<file path="src/rtl/uart_rx.sv">
// UART receiver: start/data/parity/stop deserialiser onto a valid/ready stream.
// Define UART_RX_SYNC_EN to add a 2-flop synchroniser on uart_rxd.
`timescale 1ns/1ps
module uart_rx #(
    parameter int    DW = 8,
    parameter string PT = "NONE",
    parameter int    SW = 1,
    parameter int    BN = 2,
    parameter int    BL = $clog2(BN)
) (
    input  logic          clk,
    input  logic          rst,
    input  logic          uart_rxd,
    output logic          str_tvalid,
    output logic [DW-1:0] str_tdata,
    input  logic          str_tready,
    output logic          err_prt,
    output logic          err_frm,
    output logic          err_ovr
);

    localparam bit          PAR_EN  = (PT != "NONE");
    localparam bit          PAR_ODD = (PT == "ODD");
    localparam int          CW      = $clog2(DW + SW + 1);
    localparam logic [BL-1:0] HALF  = BL'((BN - 1) / 2);
    localparam logic [BL-1:0] FULL  = BL'(BN - 1);

    typedef enum logic [2:0] {
        S_IDLE,
        S_START,
        S_DATA,
        S_PARITY,
        S_STOP
    } state_e;

    state_e        state_q, state_d;
    logic [BL-1:0] cnt_q, cnt_d;
    logic [CW-1:0] bit_q, bit_d;
    logic [DW-1:0] sh_q, sh_d;
    logic          prt_q, prt_d;
    logic          frm_q, frm_d;
    logic          done_q, done_d;
    logic          tvalid_q, tvalid_d;
    logic [DW-1:0] tdata_q, tdata_d;
    logic          eprt_q, eprt_d;
    logic          efrm_q, efrm_d;
    logic          eovr_q, eovr_d;
    logic          rxd_q, prev_q;
    logic          line;
    logic          tick;

`ifdef UART_RX_SYNC_EN
    logic [1:0] sync_q;

    always_ff @(posedge clk) begin
        if (rst) sync_q <= 2'b11;
        else     sync_q <= {sync_q[0], uart_rxd};
    end

    assign line = sync_q[1];
`else
    assign line = uart_rxd;
`endif

    assign tick = (cnt_q == '0);

    always_comb begin
        state_d  = state_q;
        cnt_d    = cnt_q;
        bit_d    = bit_q;
        sh_d     = sh_q;
        prt_d    = prt_q;
        frm_d    = frm_q;
        done_d   = 1'b0;
        tvalid_d = tvalid_q;
        tdata_d  = tdata_q;
        eprt_d   = 1'b0;
        efrm_d   = 1'b0;
        eovr_d   = 1'b0;

        if (state_q != S_IDLE) cnt_d = tick ? FULL : cnt_q - 1'b1;

        unique case (state_q)
            S_IDLE: begin
                if (prev_q && !rxd_q) begin
                    state_d = S_START;
                    cnt_d   = HALF;
                    prt_d   = 1'b0;
                    frm_d   = 1'b0;
                end
            end
            S_START: begin
                if (tick) begin
                    if (rxd_q) begin
                        state_d = S_IDLE;
                    end else begin
                        state_d = S_DATA;
                        bit_d   = '0;
                    end
                end
            end
            S_DATA: begin
                if (tick) begin
                    sh_d = {rxd_q, sh_q[DW-1:1]};
                    if (bit_q == CW'(DW - 1)) begin
                        bit_d   = '0;
                        state_d = PAR_EN ? S_PARITY : S_STOP;
                    end else begin
                        bit_d = bit_q + 1'b1;
                    end
                end
            end
            S_PARITY: begin
                if (tick) begin
                    prt_d   = rxd_q ^ (^sh_q) ^ PAR_ODD;
                    state_d = S_STOP;
                end
            end
            S_STOP: begin
                if (tick) begin
                    if (!rxd_q) frm_d = 1'b1;
                    // Leaving mid stop bit lets the next start edge resync early
                    if (bit_q == CW'(SW - 1)) begin
                        state_d = S_IDLE;
                        done_d  = 1'b1;
                    end else begin
                        bit_d = bit_q + 1'b1;
                    end
                end
            end
            default: state_d = S_IDLE;
        endcase

        if (tvalid_q && str_tready) tvalid_d = 1'b0;

        if (done_q) begin
            if (frm_q) begin
                efrm_d = 1'b1;
            end else begin
                tvalid_d = 1'b1;
                tdata_d  = sh_q;
                eprt_d   = prt_q;
                eovr_d   = tvalid_q && !str_tready;
            end
        end
    end

    always_ff @(posedge clk) begin
        if (rst) begin
            state_q  <= S_IDLE;
            cnt_q    <= '0;
            bit_q    <= '0;
            sh_q     <= '0;
            prt_q    <= 1'b0;
            frm_q    <= 1'b0;
            done_q   <= 1'b0;
            tvalid_q <= 1'b0;
            tdata_q  <= '0;
            eprt_q   <= 1'b0;
            efrm_q   <= 1'b0;
            eovr_q   <= 1'b0;
            rxd_q    <= 1'b1;
            prev_q   <= 1'b1;
        end else begin
            state_q  <= state_d;
            cnt_q    <= cnt_d;
            bit_q    <= bit_d;
            sh_q     <= sh_d;
            prt_q    <= prt_d;
            frm_q    <= frm_d;
            done_q   <= done_d;
            tvalid_q <= tvalid_d;
            tdata_q  <= tdata_d;
            eprt_q   <= eprt_d;
            efrm_q   <= efrm_d;
            eovr_q   <= eovr_d;
            rxd_q    <= line;
            prev_q   <= rxd_q;
        end
    end

    assign str_tvalid = tvalid_q;
    assign str_tdata  = tdata_q;
    assign err_prt    = PAR_EN ? eprt_q : 1'b0;
    assign err_frm    = efrm_q;
    assign err_ovr    = eovr_q;

endmodule

</file>
<file path="config.mk">
export PLATFORM = sky130hd
export DESIGN_NAME = uart_rx
export DESIGN_NICKNAME = d
export VERILOG_FILES = /design/src/rtl/uart_rx.sv
export SDC_FILE = /design/constraint.sdc
export NUM_CORES = 1
export LEC_CHECK = 0
export BUFFER_PORTS_ARGS = -buffer_cell sky130_fd_sc_hd__buf_2
export CAP_MARGIN = 10
export CORE_MARGIN = 3
export CORE_UTILIZATION = 50
export DETAILED_ROUTE_END_ITERATION = 10
export GPL_TIMING_DRIVEN = 0
export PLACE_DENSITY_LB_ADDON = 0.08
export SLEW_MARGIN = 30
export SYNTH_ARGS = -nofsm -noshare
export SYNTH_HDL_FRONTEND = slang
export SYNTH_SLANG_ARGS = --single-unit
export TNS_END_PERCENT = 1
</file>
<file path="constraint.sdc">
create_clock -name clk -period 1.5 [get_ports clk]
set_input_delay 0.3 -clock clk [delete_from_list [all_inputs] [get_ports clk]]
set_output_delay 0.3 -clock clk [all_outputs]
set_load 0.01 [all_outputs]
</file>
# Word-level counts from Yosys, hierarchy flattened
# Index checks and enable logic that the tools add are counted.
[totals]
output_inout_bits = 12
word_cells = 80
inputBits = 4
ff_bits = 31
[op_classes]
bitwise = 4
add_sub_neg = 2
n_mux = 29
reduce_logical = 18
n_eq_ne = 15
[ops]
columns = ["cell", "n"]
rows = [
  ["4-bit two-way mux", 6],
  ["3-bit two-way mux", 7],
  ["2-bit inequality test, second input constant", 10],
  ["3-bit case mux with 5 select lines", 1],
  ["1-bit two-way mux", 12],
  ["4-bit case mux with 3 select lines", 1],
  ["7-bit AND reduction", 1],
  ["3-bit by 2-bit == test with 1-bit output, second input constant", 2],
  ["6-bit AND reduction", 1],
  ["3-bit nonzero test", 2],
  ["3-bit OR reduction", 2],
  ["4-bit by 1-bit adder with 4-bit output, second input constant", 1],
  ["4-bit by 3-bit == test with 1-bit output, second input constant", 1],
  ["4-bit zero test", 1],
  ["1-bit NOT", 4],
  ["2-bit AND reduction", 2],
  ["4-bit AND reduction", 1],
  ["3-bit by 1-bit == test with 1-bit output, second input constant", 1],
  ["3-bit == test, second input constant", 1],
  ["1-bit logical AND", 3],
  ["3-bit zero test", 1],
  ["1-bit zero test", 2],
  ["2-bit two-way mux", 1],
  ["1-bit case mux with 2 select lines", 1],
  ["3 further kinds", 3],
]

# Logic depth before layout (Yosys ltp)
# Gate-level depths: netlist of run 1.
[logic_depth]
depth_word = 5
mapped_depth = 6
depth_no_buf = 6

# Least setup slack after synthesis of run 1
# Ideal clock, no wire load.
[synth_timing]
kind = "register to register"
from = "reg bit_q[0]"
to = "reg state_q[1]"
required_ns = 1.368
setup_ns = 0.132
stages_incl_launch_ff = 7
arrival_ns = 1.475
path_slack_ns = -0.107
path_buffers = 0
period_less_slack_ns = 1.607
path_cell_list = "dfxtp_1 > inv_1 > ha_1 > or4b_2 > a21oi_1 > o32a_1 > a211oi_1"
[synth_via]
elab_chain_len = 3
word_cells_on_any_way = 5
cone_classes = "eq/ne (3); reduce/logical (2)"
[synth_lines]
columns = ["item", "line_no", "text"]
rows = [
  ["start: declaration", "38", "logic [CW-1:0] bit_q, bit_d;"],
  ["start signal: assignment", "167", "bit_q <= bit_d;"],
  ["4-bit by 3-bit == test with 1-bit output or 4-bit zero test (tied branches)", "105, 123", ""],
  ["2-bit inequality test (no source line)", "n/a", ""],
  ["7-bit AND reduction (no source line) (*)", "n/a", ""],
  ["end signal: assignment", "165", "state_q <= state_d;"],
  ["end: declaration", "36", "state_e state_q, state_d;"],
]
# Mark *: on every way between the ends. The rest lies on a longest branch, timed or not.
# A chain may end at the register's enable or synchronous reset.

# Final worst setup path of run 1
# Same ends and word-level chain as after synthesis.

==> results_dict.tcl, run 1 <==
set metrics [dict create \
    fin_crit_ns 1.580 \
    worstHoldStart "uart_rxd" \
    vias 1176 \
    r2r-start "bit_q[0]" \
    hold_buffers 0 \
    area_delta_synth_final_pct 18.11 \
    finalSetupViolCount 7 \
    cts.clk_slew.worst_paths_ns 0.10 \
    pwr-share-clk_pct 42.3 \
    fillCellCount 218 \
    antenna_found_initial 0 \
    via_per_inst 5.547 \
    synth_flop_cell "dfxtp_1" \
    dpl_cell_area_mm2 0.001438 \
    die-area_mm2 0.003306 \
    ir_drop_v 0.0007894 \
    hold_viol_final 0 \
    grtUsageMet1_pct 26.75 \
    ys_types 38 \
    wl_per_cell_um 13.42 \
    regToRegSetupSlack_ns -0.08 \
    clock_path_buffers 2 \
    grt_util_met3_pct 7.014 \
    grt_pass1_vias 1021 \
    syn_nets 166 \
    pwr_density_cell_mw_per_mm2 1029 \
    worstSetupPathType "reg -> reg" \
    drtIter0Drc 34 \
    preCtsSetupSlack_ns -0.08377 \
    skew_ns 0.01297 \
    critPathCaptureType "flop" \
    hold_path_class "in -> reg" \
    cts_htree_levels 2 \
    cts.sinks 31 \
    whs_path_depth 2 \
    maxSlewHeadroom_pct 65.39 \
    crit_required_ns 1.70 \
    syn_inst 160 \
    crit_fanout 4 \
    place_congestion 0.8408 \
    grt_usage_pct 19.52 \
    cts_tree "yes" \
    worst_ep_arrival_time_ns 1.78 \
    dpl.hpwl_um 1941 \
    reg2reg_depth 6 \
    clk_latency_ns 0.34 \
    row_count 18 \
    yosysWarnings 0 \
    violations "negative setup slack" \
    timing.final.ws_setup_ns -0.08026 \
    synth.cell_area_mm2 0.001326 \
    yosys-top-cells-area "dfxtp_1 47%, nand2_1 9.3%, a21oi_1 8.7%" \
    numCtsBuffers 5 \
    async_flop_share_pct 0 \
    hold-path-endpoint "rxd_q" \
    postRouteAntennaNets 0 \
    grt_pass1_wl_um 4857 \
    die_y_um 57.50 \
    combPwrFrac_pct 5.6 \
    first_pass_iters 4 \
    maxCapViolCount 0 \
    post-route-drc-count 0 \
    nNetsFinal 187 \
    die_w_um 57.50 \
    syn_area_per_cell_um2 8.289 \
    antenna_cells 0 \
    ys_ff_latch 31 \
    p_int_mw 1.259 \
    reg2reg_to "state_q[1]" \
    start_util_pct 53.05 \
    yosys-top-cells-count "33 x nand2_1, 31 x dfxtp_1, 23 x a21oi_1" \
    pin_count 16 \
    rsz0062_at_grt "true" \
    yosysTopAreaCell "dfxtp_1" \
    seq_area_frac_synth_pct 46.79 \
    grt_max_degree 11 \
    root_buffer "clkbuf_4" \
    top_usage_layer "met2" \
    use_met2_pct 28.23 \
    period_share_pct 105.4 \
    routed_wl_um 2846 \
    overflow 0 \
    critPathLaunchType "flop" \
    p_sw_mw 0.3523 \
    synth_edf_count 0 \
    seqPwrFrac_pct 52.1 \
    layout-drive-gt1-share_pct 22.53 \
    synth_top_area_share_pct 46.79 \
    worst_pin_slew_ns 0.5191 \
    power_leakage_nw 0.5842 \
    crit_start "bit_q[0]" \
    final_area_mm2 0.001567 \
    synth.most_common_cell "nand2_1" \
    fmax_mhz 632.8 \
    swShare_pct 21.86 \
    drv_slew 0 \
    io_buffers 14 \
    postCtsSetupBuffers 0 \
    status "complete, but fails checks" \
    core_mm2 0.002500 \
]
## state kept, by name, indices dropped and copies added, names as in the netlist
signal and flops:
cnt_q 1, err_frm 1, rxd_q 1, state_q 3
bit_q 4, str_tdata 8, frm_q 1, sh_q 8
done_q 1, str_tvalid 1, prev_q 1, err_ovr 1
## final cells by class
type | instances | area, µm² | area share, %
clock buffer | 6 | 51.30 | 3.275
clock inverter | 2 | 35.03 | 2.236
multi-input combinational | 114 | 678.2 | 43.29
tap | 30 | 37.54 | 2.396
timing repair buffer | 14 | 70.07 | 4.473
sequential | 31 | 623.1 | 39.78
buffer | 11 | 56.30 | 3.594
inverter | 4 | 15.01 | 0.9585
## power groups by stage
stage          sequential, mW  combinational (mW)  clock [mW]
2_1_floorplan           0.856              0.0605           0
3_3_place_gp            0.858              0.0787           0
3_5_place_dp            0.858              0.0795           0
4_1_cts                 0.839              0.0830       0.698
5_1_grt                 0.842              0.0994       0.744
6_report                0.839              0.0905       0.682
## per-layer routing
layer / up-vias / wire, µm
met3: 9 / 168
met4: 0 / 55
met5: - / 0
met2: 32 / 1223
li1: 598 / -
met1: 537 / 1397
## how the worst max path moves through the flow
stage | to | slack, ns | cells after the start
finish | state_q[1] | -0.08 | 6
global route | frm_q | -0.18 | 5
CTS | state_q[1] | -0.07 | 6
detailed placement | bit_q[2] | -0.08 | 5
global placement | bit_q[2] | -0.06 | 5
floorplan | bit_q[2] | -0.01 | 5
## through the flow
| stage | total power, mW | TNS [ns] | util [%] | cells | hold WS [ns] |
|---|---|---|---|---|---|
| after floorplan | 0.9162 | -0.02225 | - | 160 | 0.4038 |
| after global placement | 0.9369 | -0.4592 | 57.51 | 204 | 0.4408 |
| after detailed placement | 0.9379 | -0.7163 | 57.51 | 204 | 0.4455 |
| after CTS | 1.620 | -0.3288 | 61.76 | 212 | 0.1266 |
| after global routing | 1.685 | -1.040 | 62.66 | 212 | 0.1250 |
| final | 1.612 | -0.4114 | 62.66 | 212 | 0.1340 |
## kinds of logic after synthesis
logic type               count (synthesis)  synth area share [%]
adder cells (fa/ha/maj)                  2                 1.886
other                                    1                0.2827
AND/OR/NAND/NOR                         72                 27.92
XOR/XNOR                                 1                0.6605
flip-flops                              31                 46.79
AO/OA/AOI/OAI                           38                 17.17
buffers and inverters                   15                 5.283
## critical path, cell delays in order (launching register included)
cell      delay (ns)
dfxtp_2         0.35
inv_1           0.07
ha_2            0.18
or4b_4          0.49
a21oi_1         0.14
o32a_1          0.16
a211oi_1        0.07
## what timing repair did
item                       CTS  global route
pin swaps                    3             0
resized for setup            5             7
setup endpoints to repair   15            16
## layout by cell type (no fill, tap or decap), types with 2 or more instances in the layout
cell type	count
buf_2	16
nor2_1	6
or3_1	2
a21oi_1	23
or2_2	3
or3b_1	2
and3b_1	2
or4b_4	2
clkbuf_1	6
clkbuf_4	5
nand3_1	3
dfxtp_1	29
nand2_1	33
nor2b_1	2
nand2b_1	4
nor3_1	5
dfxtp_2	2
nand4_1	3
o21ai_0	2
inv_1	4
a211oi_1	2
No activity file was read; power rests on OpenSTA's default activity.
==> run 2, diff against run 1 <==
--- a/config.mk
+++ b/config.mk
@@ -12,6 +12,7 @@
 export DETAILED_ROUTE_END_ITERATION = 10
 export GPL_TIMING_DRIVEN = 0
 export PLACE_DENSITY_LB_ADDON = 0.08
+export SETUP_SLACK_MARGIN = 0.3
 export SLEW_MARGIN = 30
 export SYNTH_ARGS = -nofsm -noshare
 export SYNTH_HDL_FRONTEND = slang
==> run 2 against run 1 <==
  * Sequential power is essentially flat
  * Combinational power rose by 15%
  * Critical path type unchanged
  * Register-to-register slack better by 0.04 ns
  * The flow still finishes with violations (negative setup slack)
  * First-iteration DRC count down 5.9%
==> results_dict.tcl, run 2 (synthesis results as in run 1) <==
set metrics [dict create \
    drv_slew 0 \
    area_delta_synth_final_pct 24.06 \
    overflow 0 \
    critPathLaunchType "flop" \
    crit_fanout 7 \
    final_cell_mix "33 x nand2_1, 26 x dfxtp_1, 21 x a21oi_1" \
    multi_input_area_um2 716.9 \
    power_leakage_nw 0.6148 \
    routed_wl_um 2819 \
    critPathCaptureType "flop" \
    nNetsFinal 191 \
    vias 1190 \
    cts_tree "yes" \
    fillCellCount 217 \
    preCtsSetupSlack_ns -0.09879 \
    layout-drive-gt1-share_pct 30.11 \
    dpl.hpwl_um 1899 \
    final_area_mm2 0.001645 \
    violations "negative setup slack" \
    wl_per_cell_um 13.05 \
    worst_pin_slew_ns 0.5107 \
    cp_slowest_stage_delay_ns 0.56 \
    postRouteAntennaNets 0 \
    timing.hold.ws_ns 0.1593 \
    grt_pass1_vias 1077 \
    hold_path_class "in -> reg" \
    hold_buffers 0 \
    finalSetupViolCount 3 \
    pwr_density_cell_mw_per_mm2 902.9 \
    maxCapViolCount 0 \
    r2r-start "rxd_q" \
    root_buffer "clkbuf_4" \
    regArea_um2 626.9 \
    first_pass_iters 4 \
    worst_ep_arrival_time_ns 1.73 \
    timing.final.ws_setup_ns -0.03945 \
    period_share_pct 102.6 \
    die_w_um 57.50 \
    fmax_mhz 649.6 \
    cp.depth 4 \
    worstSetupPathType "reg -> reg" \
    ir_drop_v 0.0008399 \
    place_congestion 0.8354 \
    post-route-drc-count 0 \
    core_mm2 0.002500 \
    numCtsBuffers 5 \
    fin_setup_tns_ns -0.09332 \
    crit_buf_inv 0 \
    die_y_um 57.50 \
    hold_viol_final 0 \
    cts.sinks 31 \
    clock_path_buffers 2 \
    reg2reg_depth 4 \
    grt_pass1_wl_um 4733 \
    dpl_cell_area_mm2 0.001451 \
    grt_usage_pct 18.92 \
    die-area_mm2 0.003306 \
    status "complete, but fails checks" \
    skew_ns 0.003819 \
    cpLargestDelayFamily "simple AND/OR/NAND/NOR gates" \
    regToRegSetupSlack_ns -0.04 \
    grt_max_degree 11 \
    antenna_found_initial 0 \
    whs_path_depth 2 \
    crit_required_ns 1.70 \
    pin_count 16 \
    worstHoldStart "uart_rxd" \
    final_common_cell "nand2_1" \
    cp_cell_sequence "or4b_4 > o211a_4 > o31ai_2 > a21oi_1" \
    slowest_stage "or4b_4" \
    reg2reg_to "bit_q[2]" \
    fin_crit_ns 1.539 \
    cts.clk_slew.worst_paths_ns 0.09 \
    clk_latency_ns 0.32 \
    io_buffers 14 \
    start_util_pct 53.05 \
    rsz0062_at_grt "true" \
    maxSlewHeadroom_pct 65.96 \
    cts_htree_levels 2 \
    antenna_cells 0 \
    via_per_inst 5.509 \
    drtIter0Drc 32 \
    hold-path-endpoint "rxd_q" \
    row_count 18 \
]
==> run 2: cell count changes in the layout (fill, tap and decap cells not counted), moves of 2 or more <==
cell / previous run / this run
buf_4: 1 / 6
dfxtp_1: 29 / 26
dfxtp_2: 2 / 5
a21oi_1: 23 / 21
a21oi_2: 0 / 2
clkbuf_8: 1 / 3
==> run 2: cell type report <==
cell class	instances	area share, %
Clock buffer	8	4.183
Sequential cell	31	38.10
Multi-Input combinational cell	114	43.57
Inverter	4	0.9125
Buffer	11	4.867
Tap cell	30	2.281
Timing Repair Buffer	18	6.084
==> run 2: what timing repair did <==
action                     CTS  global route
resized for setup           19            10
pin swaps                    6             0
setup endpoints to repair   19            27
buffers inserted             3             1
==> run 2: worst max path at each step <==
stage               startpoint       end  slack, ns
finish                   rxd_q  bit_q[2]      -0.04
global route             rxd_q  bit_q[0]      -0.10
CTS                 state_q[1]  bit_q[2]      -0.02
detailed placement       cnt_q   sh_q[2]       -0.1
global placement         cnt_q   sh_q[0]       -0.1
floorplan           state_q[1]  bit_q[2]       0.06
==> run 2: per-layer routing <==
metal | vias up | routed length, µm | track usage (%)
met4 | 0 | 25 | 11.26
met5 | - | 0 | 0
met3 | 4 | 140 | 6.109
met2 | 26 | 1359 | 29.35
li1 | 605 | - | -
met1 | 555 | 1293 | 22.69
==> run 2: per-stage QoR <==
step                util (%)  std cells  power, mW
floorplan                  -        160     0.9181
global placement       58.06        204     0.9395
detailed placement     58.06        204     0.9405
CTS                    64.26        215      1.496
global route           65.82        216      1.550
finish                 65.82        216      1.486
==> run 2: where the power goes <==
part           internal, mW  switching [mW]  total (mW)
clock                 0.275           0.264       0.540
sequential            0.831          0.0109       0.842
combinational        0.0448          0.0589       0.104
total                  1.15           0.334        1.49
